**src/rtl/vga_fb_pkg.sv**
```systemverilog
// Shared constants, fill FSM state type and address packing for the 80x60 framebuffer.
// Imported by the fill engine and its raster counter.
package vga_fb_pkg;

  localparam int X_BITS    = 7;
  localparam int Y_BITS    = 6;
  localparam int FB_W      = 80;
  localparam int FB_H      = 60;
  localparam int ADDR_BITS = X_BITS + Y_BITS;

  typedef enum logic [1:0] {
    IDLE   = 2'd0,
    FILL   = 2'd1,
    FINISH = 2'd2
  } fill_state_t;

  function automatic logic [ADDR_BITS-1:0] fb_addr(input logic [X_BITS-1:0] x,
                                                   input logic [Y_BITS-1:0] y);
    return {y, x};
  endfunction

endpackage

```
**src/rtl/vga_xy_counter.sv**
```systemverilog
// Raster-order x/y walker over a loaded rectangle [x0,x_end) x [y0,y_end).
// `last` flags the bottom-right pixel of the rectangle.
module vga_xy_counter
  import vga_fb_pkg::*;
(
  input  logic              clk,
  input  logic              rst_n,
  input  logic              load,
  input  logic [X_BITS-1:0] x0,
  input  logic [Y_BITS-1:0] y0,
  input  logic [X_BITS-1:0] x_end,
  input  logic [Y_BITS-1:0] y_end,
  input  logic              advance,
  output logic [X_BITS-1:0] x,
  output logic [Y_BITS-1:0] y,
  output logic              last
);

  logic [X_BITS-1:0] x_q, x_d, x0_q, x0_d, x_end_q, x_end_d;
  logic [Y_BITS-1:0] y_q, y_d, y_end_q, y_end_d;
  logic              row_end;

  assign row_end = (x_q == x_end_q - X_BITS'(1));
  assign last    = row_end && (y_q == y_end_q - Y_BITS'(1));
  assign x       = x_q;
  assign y       = y_q;

  // NOTE: every always_comb output gets a default first, so no path can infer a latch.
  always_comb begin
    x_d     = x_q;
    y_d     = y_q;
    x0_d    = x0_q;
    x_end_d = x_end_q;
    y_end_d = y_end_q;
    if (load) begin
      x_d     = x0;
      y_d     = y0;
      x0_d    = x0;
      x_end_d = x_end;
      y_end_d = y_end;
    end else if (advance) begin
      if (row_end) begin
        x_d = x0_q;
        y_d = y_q + Y_BITS'(1);
      end else begin
        x_d = x_q + X_BITS'(1);
      end
    end
  end

  // NOTE: sequential state uses non-blocking assignments so all flops update together.
  always_ff @(posedge clk or negedge rst_n) begin
    if (!rst_n) begin
      x_q     <= '0;
      y_q     <= '0;
      x0_q    <= '0;
      x_end_q <= '0;
      y_end_q <= '0;
    end else begin
      x_q     <= x_d;
      y_q     <= y_d;
      x0_q    <= x0_d;
      x_end_q <= x_end_d;
      y_end_q <= y_end_d;
    end
  end

endmodule

```
**src/rtl/vga_fill_engine.sv**
```systemverilog
// Rectangle-fill controller for the framebuffer write port; direct CPU pixel
// writes always win the port and merely stall an active fill.
module vga_fill_engine
  import vga_fb_pkg::*;
(
  input  logic                 clk,
  input  logic                 rst_n,
  input  logic                 cpu_we,
  input  logic [ADDR_BITS-1:0] cpu_wa,
  input  logic [7:0]           cpu_wd,
  input  logic                 cmd_valid,
  output logic                 cmd_ready,
  input  logic [X_BITS-1:0]    cmd_x0,
  input  logic [Y_BITS-1:0]    cmd_y0,
  input  logic [X_BITS-1:0]    cmd_w,
  input  logic [Y_BITS-1:0]    cmd_h,
  input  logic [7:0]           cmd_color,
  output logic                 fb_we,
  output logic [ADDR_BITS-1:0] fb_wa,
  output logic [7:0]           fb_wd,
  output logic                 busy,
  output logic                 done
);

  fill_state_t          state_q, state_d;
  logic [7:0]           color_q, color_d;
  logic                 fill_done_q, fill_done_d;
  logic                 fb_we_q, fb_we_d;
  logic [ADDR_BITS-1:0] fb_wa_q, fb_wa_d;
  logic [7:0]           fb_wd_q, fb_wd_d;

  logic [X_BITS:0]      x_sum;
  logic [Y_BITS:0]      y_sum;
  logic [X_BITS-1:0]    x_end, cur_x;
  logic [Y_BITS-1:0]    y_end, cur_y;
  logic                 accept, degenerate, load, advance, last_pix;

  assign cmd_ready  = (state_q == IDLE);
  assign busy       = (state_q != IDLE);
  assign done       = (state_q == FINISH);
  assign accept     = cmd_valid && cmd_ready;

  assign x_sum      = {1'b0, cmd_x0} + {1'b0, cmd_w};
  assign y_sum      = {1'b0, cmd_y0} + {1'b0, cmd_h};
  assign x_end      = (x_sum > (X_BITS+1)'(FB_W)) ? X_BITS'(FB_W) : x_sum[X_BITS-1:0];
  assign y_end      = (y_sum > (Y_BITS+1)'(FB_H)) ? Y_BITS'(FB_H) : y_sum[Y_BITS-1:0];
  assign degenerate = (cmd_w == '0) || (cmd_h == '0) ||
                      (cmd_x0 >= X_BITS'(FB_W)) || (cmd_y0 >= Y_BITS'(FB_H));
  assign load       = accept && !degenerate;

  // fill_done_q marks the cycle after the last pixel was issued, so DONE
  // follows the final registered write rather than overlapping it.
  assign advance    = (state_q == FILL) && !fill_done_q && !cpu_we;

  vga_xy_counter u_xy (
    .clk     (clk),
    .rst_n   (rst_n),
    .load    (load),
    .x0      (cmd_x0),
    .y0      (cmd_y0),
    .x_end   (x_end),
    .y_end   (y_end),
    .advance (advance),
    .x       (cur_x),
    .y       (cur_y),
    .last    (last_pix)
  );

  always_comb begin
    state_d     = state_q;
    color_d     = color_q;
    fill_done_d = 1'b0;
    fb_we_d     = 1'b0;
    fb_wa_d     = fb_wa_q;
    fb_wd_d     = fb_wd_q;

    if (cpu_we) begin
      fb_we_d = 1'b1;
      fb_wa_d = cpu_wa;
      fb_wd_d = cpu_wd;
    end

    unique case (state_q)
      IDLE: begin
        if (accept) begin
          color_d = cmd_color;
          state_d = degenerate ? FINISH : FILL;
        end
      end
      FILL: begin
        if (fill_done_q) begin
          state_d = FINISH;
        end else if (!cpu_we) begin
          fb_we_d     = 1'b1;
          fb_wa_d     = fb_addr(cur_x, cur_y);
          fb_wd_d     = color_q;
          fill_done_d = last_pix;
        end
      end
      FINISH:  state_d = IDLE;
      default: state_d = IDLE;
    endcase
  end

  always_ff @(posedge clk or negedge rst_n) begin
    if (!rst_n) begin
      state_q     <= IDLE;
      color_q     <= '0;
      fill_done_q <= 1'b0;
      fb_we_q     <= 1'b0;
      fb_wa_q     <= '0;
      fb_wd_q     <= '0;
    end else begin
      state_q     <= state_d;
      color_q     <= color_d;
      fill_done_q <= fill_done_d;
      fb_we_q     <= fb_we_d;
      fb_wa_q     <= fb_wa_d;
      fb_wd_q     <= fb_wd_d;
    end
  end

  assign fb_we = fb_we_q;
  assign fb_wa = fb_wa_q;
  assign fb_wd = fb_wd_q;

endmodule

```
**config.mk**
```make
export PLATFORM = sky130hd
export DESIGN_NAME = vga_fill_engine
export DESIGN_NICKNAME = d
export VERILOG_FILES = /design/src/rtl/vga_fb_pkg.sv /design/src/rtl/vga_xy_counter.sv /design/src/rtl/vga_fill_engine.sv
export SDC_FILE = /design/constraint.sdc
export NUM_CORES = 1
export LEC_CHECK = 0
export CAP_MARGIN = 0
export CORE_MARGIN = 4
export CORE_UTILIZATION = 47
export DETAILED_ROUTE_END_ITERATION = 16
export PLACE_DENSITY = 0.77
export SLEW_MARGIN = 20
export SYNTH_ARGS = -nofsm -noshare
export SYNTH_HDL_FRONTEND = slang
export SYNTH_HIERARCHICAL = 1
export SYNTH_SLANG_ARGS = --single-unit
```
**constraint.sdc**
```tcl
create_clock -name clk -period 2.1 [get_ports clk]
set_input_delay 0.42 -clock clk [delete_from_list [all_inputs] [get_ports clk]]
set_output_delay 0.42 -clock clk [all_outputs]
set_load 0.02 [all_outputs]
```
## Word-level counts from Yosys, hierarchy flattened

Index checks and enable logic that the tools add are counted.

| word-level totals | value |
|---|---|
| bits of input ports | 59 |
| register bits after elaboration | 66 |
| logic and storage cells | 74 |

| operators by class | value |
|---|---|
| $lt $le $gt $ge | 4 |
| eq/ne operators | 6 |
| reductions and logical operators | 20 |
| multiplexer cells | 27 |
| $add $sub $neg | 6 |

Operator list:

| cell | count |
|---|---|
| 2-to-1 mux 13 bit | 4 |
| 2-to-1 mux 8 bit | 4 |
| 2-to-1 mux 7 bit | 4 |
| 2-to-1 mux 6 bit | 4 |
| adder 7 x 7 -> 8 bit | 1 |
| greater-than comparator 8 x 7 -> 1 bit, second input constant | 1 |
| adder 6 x 6 -> 7 bit | 1 |
| adder 7 x 1 -> 7 bit, second input constant | 1 |
| equality test 7 bit | 1 |
| greater-or-equal comparator 7 bit, second input constant | 1 |
| greater-than comparator 7 x 6 -> 1 bit, second input constant | 1 |
| logical NOT 7 bit | 1 |
| 2-to-1 mux 1 bit | 7 |
| subtractor 7 x 1 -> 7 bit, second input constant | 1 |
| adder 6 x 1 -> 6 bit, second input constant | 1 |
| equality test 6 bit | 1 |
| greater-or-equal comparator 6 bit, second input constant | 1 |
| logical NOT 6 bit | 1 |
| 2-to-1 mux 2 bit | 3 |
| AND reduction 2 bit | 3 |
| nonzero test 2 bit | 3 |
| subtractor 6 x 1 -> 6 bit, second input constant | 1 |
| logical AND 1 bit | 5 |
| case mux 2 bit (2 select lines) | 1 |
| 7 further kinds | 11 |

## Longest topological paths before layout

Gate-level depths: netlist of run 1.

| depth | value |
|---|---|
| depth in word-level cells | 8 |
| gate-level depth with buffers | 9 |
| gate-level depth less buffers | 9 |

## Cells and area by module

Netlist of run 1, hierarchy kept.

By module, submodules not included:

| module | seq. area each (µm²) | instances | area an instance (µm²) | cells an instance |
|---|---|---|---|---|
| vga_xy_counter | 825.8 | 1 | 2159.6 | 223 |
| vga_fill_engine | 825.8 | 1 | 2130.8 | 240 |

## Least setup slack after synthesis of run 1

Ideal clock, no wire load.

| timing path | value |
|---|---|
| path kind | register to register |
| start point | register state_q[1] |
| end point | register u_xy.x0_q[0] |
| arrival time | 2275 ps |
| slack | -310 ps |
| path buffers | 3 |
| stages on the path, launching flop included | 8 |
| period minus slack after synthesis | 2410 ps |
| cells stage by stage | dfrtp_1 nor2_1 nand2_1 nor2_1 clkbuf_1 buf_1 clkbuf_1 o21ai_0 |

| between the ends | value |
|---|---|
| word-level cells in the longest chain between the ends | 3 |

RTL lines:

| item | RTL line | source |
|---|---|---|
| start: declaration | vga_fill_engine.sv:25 | `fill_state_t state_q, state_d;` |
| start signal: assignment | vga_fill_engine.sv:114 | `state_q <= state_d;` |
| logical NOT 2 bit | vga_fill_engine.sv:38 | `assign cmd_ready = (state_q == IDLE);` |
| via cmd_ready | vga_fill_engine.sv:12 | `output logic cmd_ready,` |
| logical AND 1 bit | vga_fill_engine.sv:41 | `assign accept = cmd_valid && cmd_ready;` |
| logical AND 1 bit | vga_fill_engine.sv:49 | `assign load = accept && !degenerate;` |
| via load | vga_fill_engine.sv:36 | `logic accept, degenerate, load, advance, last_pix;` |
| end signal: assignment | vga_xy_counter.sv:56 | `x0_q <= '0;` |
| end signal: assignment | vga_xy_counter.sv:62 | `x0_q <= x0_d;` |
| end: declaration | vga_xy_counter.sv:19 | `logic [X_BITS-1:0] x_q, x_d, x0_q, x0_d, x_end_q, x_end_d;` |

The timed path passes the listed nets, and every way through them passes these cells.
A chain may end at the register's enable or synchronous reset.

## Final worst setup path of run 1

| timing path | value |
|---|---|
| start point | input port cmd_y0[1] |
| end point | register u_xy.y_end_q[1] |

| between the ends | value |
|---|---|
| elaborated cells between the ends (all ways) | 7 |
| those cells by class | 1 x add/sub; 2 x order compare; 1 x mux; 3 x reduce/logical |

RTL lines:

| item | RTL line | source |
|---|---|---|
| start: declaration | vga_fill_engine.sv:14 | `input logic [Y_BITS-1:0] cmd_y0,` |
| adder 6 x 6 -> 7 bit * | vga_fill_engine.sv:44 | `assign y_sum = {1'b0, cmd_y0} + {1'b0, cmd_h};` |
| greater-than comparator 7 x 6 -> 1 bit | vga_fill_engine.sv:46 | `assign y_end = (y_sum > (Y_BITS+1)'(FB_H)) ? Y_BITS'(FB_H) : y_sum[Y_BITS-1:0];` |
| 2-to-1 mux 6 bit * | vga_fill_engine.sv:46 |  |
| via y_end[1] | vga_fill_engine.sv:35 | `logic [Y_BITS-1:0] y_end, cur_y;` |
| end signal: assignment | vga_xy_counter.sv:64 | `y_end_q <= y_end_d;` |
| end: declaration | vga_xy_counter.sv:20 | `logic [Y_BITS-1:0] y_q, y_d, y_end_q, y_end_d;` |

Mark *: on every way through the listed nets, which the timed path passes. The rest lies on a longest branch.

==> run summary, run 1 <==
Synth Area in Compound Gates: 16.27%
Largest net degree at the start of global routing: 67
Most frequent cells in the layout: 76 x buf_4, 72 x nand2_1, 66 x dfrtp_1
Worst min path class: in2async
Total Power Consumption: 0.007566 W
Synth unique cells: 68
Vias per cell: 5.704
Unrepaired setup endpoints after global routing: true
Dpl ws: -0.7697 ns
Fin nets: 694
IO buf count: 83
DR pass1 iterations: 5
Reg2reg end: u_xy/y[1]$_DFFE_PN0P_
Async SR Flop Fraction: 100.0%
Leak pwr: 2.759 nW
Violated checks: negative setup slack
Clock slew at reported path FFs: 0.08 ns
Starting Density: 48.72%
Hold Vio Cnt, Final: 0
Initial antenna violation count: 0
Post-Syn Area: 4290 um2
VDD IR max: 480.1 uV
Gr usage total: 22.78%
Most common cell after layout, fill and taps aside: buf_4
Top cell type's share of synthesized area: 38.50%
Clk Latency, worst-skew pair: 0.35 ns
Synthesis-stage register bit count: 66
TritonCTS buffer count: 9
DRT Wirelength: 12020 um
Cell Pwr Density: 1191 nW/um2
Result of the run: finished with violations
RePlAce Congestion: 0.9027
Final Skew: 0.008659 ns
Simple-Gate Fraction of Synth Area: 21.23%
Drc violations: 0
Longest Clk Path Bufs: 2
Crit Path Max Fanout: 2
Fmax: 0.4694 GHz
Clock sink count: 66
CP Data Required Time: 2.33 ns
CTS hold repair buffers: 0
Root Buffer: clkbuf_8
Die height: 103.5 um
CTS tree: built
Synthesized-area fraction occupied by adder cells: 5.891%
Max-capacitance violation count: 0
Reg2Reg Launch Point: u_xy/x_end_q[1]$_DFFE_PN0P_
Worst Setup End Kind: register
Cell row count: 34
Slew Viols, Final: 0
DRT antenna net count: 0
Synth Instances: 463
Post-synth EDFFs: 0
Worst Path Arrival: 2.36 ns
Fraction of layout cells with a size suffix above 1: 29.47%
Min setup slack post-route: -0.03026 ns
Ant diodes: 0
Total negative slack: -0.05896 ns
Reg2Reg Setup Slack: 0.08 ns
Critical Path Max Stage Delay: 0.55 ns
Hpwl dp: 8763 um
Minimum clock period: 2.130 ns
Die Area: 10720 um2
Non-filler cells, final: 729
H-Tree Depth: 3
Iter 0 DRT Violations: 220
Die X: 103.5 um
First-pass GRT wire length: 20270 um
Synth Warn #: 6
R2r worst-path depth: 8
Largest family of logic cells by synthesized area: simple AND/OR/NAND/NOR gates
Vias: 4158
Sequential element share of the synthesized area: 38.50%
Slew of the pin with the lowest slew margin: 0.6104 ns
Crit-path cells: buf_8 -> ha_4 -> a211oi_2 -> or4b_1 -> o2111a_1 -> or4b_4 -> and3_4 -> nand2_1 -> o21ai_1
# IOs: 84
GRT overflow: 0
Placed insts: 704
Area contributors post-synth: dfrtp_1 38%, nand2_1 6.3%, mux2i_1 5.6%, ha_1 5.0%, o21ai_0 4.9%
CP Class: in2reg
Mux cell area share after synthesis: 8.224%
Mapped Nets: 541
Core area: 8806 um2
Crit share post-route: 101.4%
Xor/xnor share of the synthesized area: 6.095%
CP max-delay cell: or4b_4
Area leader, netlist: dfrtp_1
Vias in the first global route: 4135
Slew Limit Headroom: 59.17%
CP Launch Type: primary input
Routed length per instance: 16.49 um
Area delta synth->final: 48.03%
Final setup fails: 2
Synthesized area per cell: 9.266 um2
Top FF cell, synth: dfrtp_1
power by group:
group          switching, W  total (W)  internal (W)
Clock              0.000521    0.00120      0.000678
Sequential         0.000451    0.00220       0.00175
Combinational       0.00215    0.00417       0.00202
Total               0.00312    0.00757       0.00445
worst max-delay path by stage:
stage / start / to / slack, ns / depth (start not counted)
global placement: cmd_h[0] / u_xy/y_end_q[0]$_DFFE_PN0P_ / -0.73 / 9
finish: cmd_y0[1] / u_xy/y_end_q[1]$_DFFE_PN0P_ / -0.03 / 9
detailed placement: cmd_y0[1] / u_xy/y_end_q[0]$_DFFE_PN0P_ / -0.77 / 9
floorplan: cmd_h[1] / u_xy/y_end_q[0]$_DFFE_PN0P_ / -0.16 / 8
global route: cmd_y0[0] / u_xy/y_end_q[4]$_DFFE_PN0P_ / -0.07 / 10
CTS: u_xy/x_end_q[1]$_DFFE_PN0P_ / u_xy/x[0]$_DFFE_PN0P_ / 0.0006 / 7
cells in the mapped netlist, types with 3 or more instances:
master and count:
xnor2_1 10, and3_1 5, nor4_1 5, xor2_1 13, nand3_1 10, nor3_1 14
o211ai_1 3, nor3b_1 5, a22oi_1 7, nand4_1 10, o21ai_0 42, mux2_2 10
dfrtp_1 66, mux2i_1 24, a21o_1 4, clkbuf_1 12, o311ai_1 5, nor2_1 22
buf_2 4, nor2b_1 7, a21oi_1 11, a21boi_0 3, inv_1 18, buf_1 3
o31ai_1 6, ha_1 17, nand2b_1 6, nand2_1 72, a311o_1 3
what timing repair did:
item,CTS,global route
pin swaps,31,21
endpoints found under the setup margin,28,18
setup buffers,5,4
gates resized for setup,85,41
worst max-delay path, delay by kind of cell:
family                     cells  cell delay [ns]
and+or+nand+nor                4             1.30
AOI/OAI and AO/OA              3             0.28
adders and majority gates      1             0.26
buffers and inverters          1             0.10
metrics by stage:
stage          cell area (um2)  hold WS [ns]  utilization (%)
6_report                  6351       0.07836            72.12
5_1_grt                   6351       0.09940            72.12
4_1_cts                   6225       0.08529            70.69
3_5_place_dp              5868        0.4621            66.64
3_3_place_gp              5868        0.4563            66.64
2_1_floorplan             4434        0.1244                -
registers in the layout, summed over array words and instances, names as in the netlist, 2 cells and up:
name          cells
color_q           8
fb_wa            13
fb_wd             8
state_q           2
u_xy/x            7
u_xy/x0_q         7
u_xy/x_end_q      7
u_xy/y            6
u_xy/y_end_q      6
area by class of cell:
type                    instances  area (um2)
multi-input cells             358        2859
inverters                      18       67.56
repair buffers                163        1413
flip-flops and latches         66        1652
fillers                       635        2455
clock inverters                 7       101.3
well taps                     108       135.1
clock buffers                   9       123.9
kinds of logic (layout without fill, tap and decap cells):
group	count (synthesis)	after routing
XOR/XNOR	26	26
flip-flops	66	66
adder cells (fa/ha/maj)	19	19
AND/OR/NAND/NOR	176	176
buffers and inverters	39	197
multiplexers	34	34
AO/OA/AOI/OAI	103	103
layer usage:
metal / global-route usage (%) / up-vias / wire length [um]
met1: 29.94 / 2001 / 5103
met4: 6.363 / 0 / 164
met5: 0 / - / 0
li1: - / 1980 / -
met3: 5.037 / 19 / 798
met2: 38.04 / 158 / 5952
Power figures use the tool's default switching activity.
==> run 2, diff against run 1 <==
- REMOVE_ABC_BUFFERS: not set -> 1
==> run 2 against run 1 <==
Largest power group unchanged. Utilization rose by 0.97 points. Clock power shrank 18%. First-iteration DRC count is 5.5% lower. The flow still finishes with violations (negative setup slack). Clock-buffer cell count did not move. Worst setup slack got worse by 0.086 ns. Global-route usage increased by 1.6 points. Maximum frequency is 3.9% lower. Die area unchanged. Register-to-register slack lost 0.04 ns. Hold slack gained 0.0021 ns. Sequential cell count is the same.
==> run summary, run 2 (synthesis gave the netlist of run 1 again) <==
H-Tree Depth: 3 (unchanged)
Gr usage total: 24.35% (+1.6 points)
Most common cell after layout, fill and taps aside: buf_4
Vias in the first global route: 4371 (+5.7%)
Clock sink count: 66 (unchanged)
Die height: 103.5 um (unchanged)
Total negative slack: -0.2189 ns (-0.1599 ns)
Max-capacitance violation count: 0 (unchanged)
Initial antenna violation count: 0 (unchanged)
CP Launch Type: primary input
CTS tree: built
Largest net degree at the start of global routing: 67 (unchanged)
Core area: 8806 um2 (unchanged)
Slew of the pin with the lowest slew margin: 0.4449 ns (-0.1655 ns)
# IOs: 84 (unchanged)
Drc violations: 0 (unchanged)
Cell Pwr Density: 1187 nW/um2 (-0.39%)
Post-layout util: 73.09% (+0.97 points)
Sequential Area: 1652 um2 (unchanged)
Post-Route M1 WL: 5416 um (+6.1%)
Worst Setup End Kind: register
Final Skew: 0.009789 ns (+0.001130 ns)
Hold Vio Cnt, Final: 0 (unchanged)
Met3 Wirelength: 780 um (-2.3%)
Unrepaired setup endpoints after global routing: true
Slew Limit Headroom: 70.32% (+11 points)
Fin nets: 704 (+1.4%)
Worst Path Arrival: 2.45 ns (+0.09 ns)
CP Class: in2reg
Min setup slack post-route: -0.1162 ns (-0.08598 ns)
Worst min path class: in2async
Die Area: 10720 um2 (unchanged)
VDD IR max: 552.7 uV (+15%)
Hpwl dp: 8903 um (+1.6%)
CP Data Required Time: 2.33 ns (about the same)
Vias per cell: 5.754 (+0.88%)
Highest metal used: met4
Vias: 4252 (+2.3%)
Die X: 103.5 um (unchanged)
Leak pwr: 2.795 nW (+1.3%)
Total Power Consumption: 0.007638 W (+0.94%)
Starting Density: 48.72% (unchanged)
RePlAce Congestion: 0.8710 (-3.5%)
WL met2: 6244 um (+4.9%)
Multi-input gate area: 2882 um2 (+0.79%)
TritonCTS buffer count: 9 (unchanged)
Crit share post-route: 105.5% (+4.1 points)
Final setup fails: 2 (unchanged)
DRT antenna net count: 0 (unchanged)
Result of the run: finished with violations
Cell row count: 34 (unchanged)
Longest Clk Path Bufs: 2 (unchanged)
Largest register FFs: 13 (unchanged)
Most frequent cells in the layout: 83 x buf_4, 71 x nand2_1, 66 x dfrtp_1
DR pass1 iterations: 5 (unchanged)
GRT overflow: 0 (unchanged)
Routed length per instance: 17.44 um (+5.8%)
Fillers: 634 (-0.16%)
Root Buffer: clkbuf_8
Violated checks: negative setup slack
Slew Viols, Final: 0 (unchanged)
Iter 0 DRT Violations: 208 (-5.5%)
Minimum clock period: 2.216 ns (+0.08598 ns)
IO buf count: 83 (unchanged)
Fraction of layout cells with a size suffix above 1: 31.54% (+2.1 points)
DRT Wirelength: 12890 um (+7.2%)
Ant diodes: 0 (unchanged)
Clk Latency, worst-skew pair: 0.35 ns (about the same)
Crit Path Max Fanout: 2 (unchanged)
First-pass GRT wire length: 21620 um (+6.7%)
CTS hold repair buffers: 0 (unchanged)
Fmax: 0.4512 GHz (-3.9%)
Area delta synth->final: 50.01%
Clock slew at reported path FFs: 0.08 ns (about the same)
## run 2: changes by cell type in the layout (fill, tap and decap cells not counted), sizes merged
cell,change
inv,-1
clkbuf,-1
dlygate4sd2,-1
clkinv,+3
bufinv,-2
buf,+9
clkdlybuf4s50,-1
clkdlybuf4s15,+4
## run 2: stage by stage
stage	instances	hold WS (ns)	setup slack (ns)	instance area, um2
2_1_floorplan	442	0.1244	-2.455	4195
3_3_place_gp	709	0.4581	-0.7949	5777
3_5_place_dp	709	0.4641	-0.9091	5777
4_1_cts	732	0.08298	-0.05439	6245
5_1_grt	739	0.1078	-0.1474	6436
6_report	739	0.08048	-0.1162	6436
## run 2: path summary, 6_finish.rpt
| path | start | end | slack (ns) | cells past startpoint |
|---|---|---|---|---|
| max | cmd_h[0] | u_xy/y_end_q[0]$_DFFE_PN0P_ | -0.12 | 11 |
| max in group asynchronous | rst_n | u_xy/x_end_q[4]$_DFFE_PN0P_ | 1.74 | 2 |
| min | rst_n | fb_we$_DFF_PN0_ | 0.08 | 2 |
| max reg2reg | u_xy/x_end_q[1]$_DFFE_PN0P_ | u_xy/y[5]$_DFFE_PN0P_ | 0.04 | 8 |
| min reg2reg | color_q[3]$_DFFE_PN0P_ | color_q[3]$_DFFE_PN0P_ | 0.48 | 2 |
| min in group clk | cmd_y0[1] | u_xy/y[1]$_DFFE_PN0P_ | 0.43 | 3 |
## run 2: critical path, cell delays in order
cell and delay [ns]:
buf_8 0.10, ha_4 0.15, buf_6 0.11, fa_2 0.36
a21o_1 0.22, a21oi_4 0.16, xnor2_2 0.10, or4b_1 0.50
and3_1 0.18, nand2_1 0.06, o21ai_1 0.06
## run 2: final cells by class
type,instances,share of cell area (%)
Sequential cell,66,25.66
Multi-Input combinational cell,358,44.77
Inverter,18,1.050
Timing Repair Buffer,173,23.64
Clock buffer,9,1.925
Tap cell,108,2.100
Clock inverter,7,0.8554
## run 2: metal layers
| metal | vias to the layer above | GRT usage (%) |
|---|---|---|
| met5 | - | 0 |
| met4 | 0 | 10.07 |
| met3 | 41 | 4.975 |
| met2 | 178 | 41.07 |
| met1 | 2035 | 30.56 |
| li1 | 1998 | - |
## run 2: where the power goes
group	switching [W]	total, W	internal (W)
sequential	0.000435	0.00218	0.00175
clock	0.000544	0.000979	0.000435
combinational	0.00234	0.00448	0.00214
total	0.00332	0.00764	0.00432
## run 2: what timing repair did
item	4_1_cts	5_1_grt
resized for setup	116	43
endpoints found under the setup margin	28	26
pin swaps	34	21
buffers inserted	7	7
==> patch (config.mk and constraints of run 1) <==
Set the package constant `Y_BITS` to 12 (it was 6).
--- a/src/rtl/vga_fb_pkg.sv
+++ b/src/rtl/vga_fb_pkg.sv
@@ -3,7 +3,7 @@
 package vga_fb_pkg;
 
   localparam int X_BITS    = 7;
-  localparam int Y_BITS    = 6;
+  localparam int Y_BITS    = 12;
   localparam int FB_W      = 80;
   localparam int FB_H      = 60;
   localparam int ADDR_BITS = X_BITS + Y_BITS;
Ports: changed (resized cmd_h, cmd_y0, cpu_wa and fb_wa); port bits go from 84 to 108. No check against the original RTL was run, so the function may have changed too.
==> patch against run 1 <==
  * The run still ends with setup timing left
  * Total power shrank 26%
  * Non-clock buffer count grew 113
  * Worst setup slack lost 0.59 ns
  * Register-to-register slack lost 0.70 ns
  * Sequential cell count grew 18
  * Synthesized area grew 32%
  * Wire length rose by 70%
  * Combinational power fell by 53%
  * Global-route usage grew 4.0 points
  * Cell area grew 44%
  * Critical endpoint is now u_xy/y[9]$_DFFE_PN0P_
==> patch: results (changes against run 1) <==
| Metric | Value |
|---|---|
| CP Max Fanout | `8 (+6)` |
| Int Power | `3860 uW (-13%)` |
| P_clk | `1680 uW (+40%)` |
| Post-DR vias/cell | `6.03 (+5.7%)` |
| Total Routing Usage GR | `26.7% (+4.0 points)` |
| Post-Route Setup TNS | `-10.28 ns (-10.23 ns)` |
| Starting DRT DRC Count | `623 (+180%)` |
| Routability cong. | `0.850 (-5.8%)` |
| Worst setup margin | `-0.624 ns (-0.594 ns)` |
| Failing checks | `setup timing` |
| Global routing usage on met3 | `5.43% (+0.39 points)` |
| Largest net degree at the start of global routing | `56 (-16%)` |
| Reg clk slew, reported paths | `0.06 ns (-0.02 ns)` |
| Fin nets | `981 (+41%)` |
| Final setup vio count | `42 (+40)` |
| WHS | `0.0786 ns (+0.000281 ns)` |
| Dpl hpwl | `13000 microns (+49%)` |
| Area after DPL | `0.00789 sq mm (+34%)` |
| First-pass GRT wire length | `30600 microns (+51%)` |
| Register area share after synthesis | `37.0% (-1.4 points)` |
| Combinational power share | `35.1% (-20 points)` |
| Skew-Pair Late Insertion Delay | `0.33 ns (-0.02 ns)` |
| First drt pass iteration count | `8 (+3)` |
| Met2 WL post-DR | `9900 microns (+66%)` |
| Synth top area cells | `dfrtp_1 37%, mux2i_1 6.7%, mux2_2 5.4%` |
| Layout cells sized above 1 | `36.8% (+7.3 points)` |
| Place WS | `-1.09 ns (-0.318 ns)` |
| Leak pwr | `0.00406 uW (+47%)` |
| Total number of vias | `6192 (+49%)` |
| CP peak stage delay | `0.48 ns (-0.07 ns)` |
| Status | `finished, violations left` |
| Reg-to-reg slack, setup | `-0.62 ns (-0.70 ns)` |
| Routed len/inst | `19.9 microns (+21%)` |
| Max reg flops | `19 (+6)` |
| Peak supply drop | `0.000617 V (+29%)` |
| Synth cell count leaders | `84 x dfrtp_1, 63 x nand2_1, 59 x o21ai_0` |
| Post-Syn Area per Cell | `9.17 sq um (-1.1%)` |
| Vias in the first global route | `6202 (+50%)` |
| Final Skew | `0.00377 ns (-0.00489 ns)` |
| Filler Cells Inserted | `717 (+13%)` |
| Met1 wire length | `8080 microns (+58%)` |
| I/O Buffers | `107 (+29%)` |
| Met1 Use GR | `33.1% (+3.2 points)` |
| CTS root buf | `clkbuf_16` |
| Cell variety after synth | `67 (-1.5%)` |
-- patch: cell types whose count changed after synthesis, moves of 12 or more --
cell and change:
dfrtp_1 +18, mux2i_1 +14, nor2_1 +16, mux2_2 +17, clkbuf_1 +12, o21ai_0 +17, xnor2_1 +15
-- patch: final timing paths --
check | cells past startpoint | to | start
min in group clk | 4 | u_xy/y[5]$_DFFE_PN0P_ | cmd_y0[5]
worst min register to register | 1 | color_q[6]$_DFFE_PN0P_ | color_q[6]$_DFFE_PN0P_
worst max-delay path | 10 | u_xy/y[9]$_DFFE_PN0P_ | u_xy/x_end_q[0]$_DFFE_PN0P_
worst max register to register | 10 | u_xy/y[9]$_DFFE_PN0P_ | u_xy/x_end_q[0]$_DFFE_PN0P_
worst min-delay path | 1 | color_q[5]$_DFFE_PN0P_ | rst_n
max in group asynchronous | 2 | u_xy/y_end_q[2]$_DFFE_PN0P_ | rst_n
-- patch: area by class of cell --
cell class	count	area, sq um	area share [%]
inverters	19	76.3	0.834
well taps	143	179	1.96
repair buffers	276	2420	26.4
flip-flops and latches	84	2100	23.0
clock inverters	4	72.6	0.793
multi-input cells	489	4060	44.3
clock buffers	12	246	2.69
-- patch: what timing repair did --
| item | CTS | global route |
|---|---|---|
| gates resized for setup | 213 | 56 |
| pin swaps | 56 | 33 |
| cloned | 2 | 0 |
| setup endpoints to repair | 47 | 49 |
| buffers inserted | 25 | 22 |
-- patch: cell families (layout without fill, tap and decap cells) --
kind of cell,after synthesis,in the layout,share of synthesized area (%)
compound gates,137,137,15.2
xor+xnor,45,45,6.95
fa+ha+maj,25,25,5.78
buf+inv,51,311,3.62
flops,84,84,37.0
mux,65,65,12.1
other cells,1,6,0.0661
simple gates,211,211,19.3
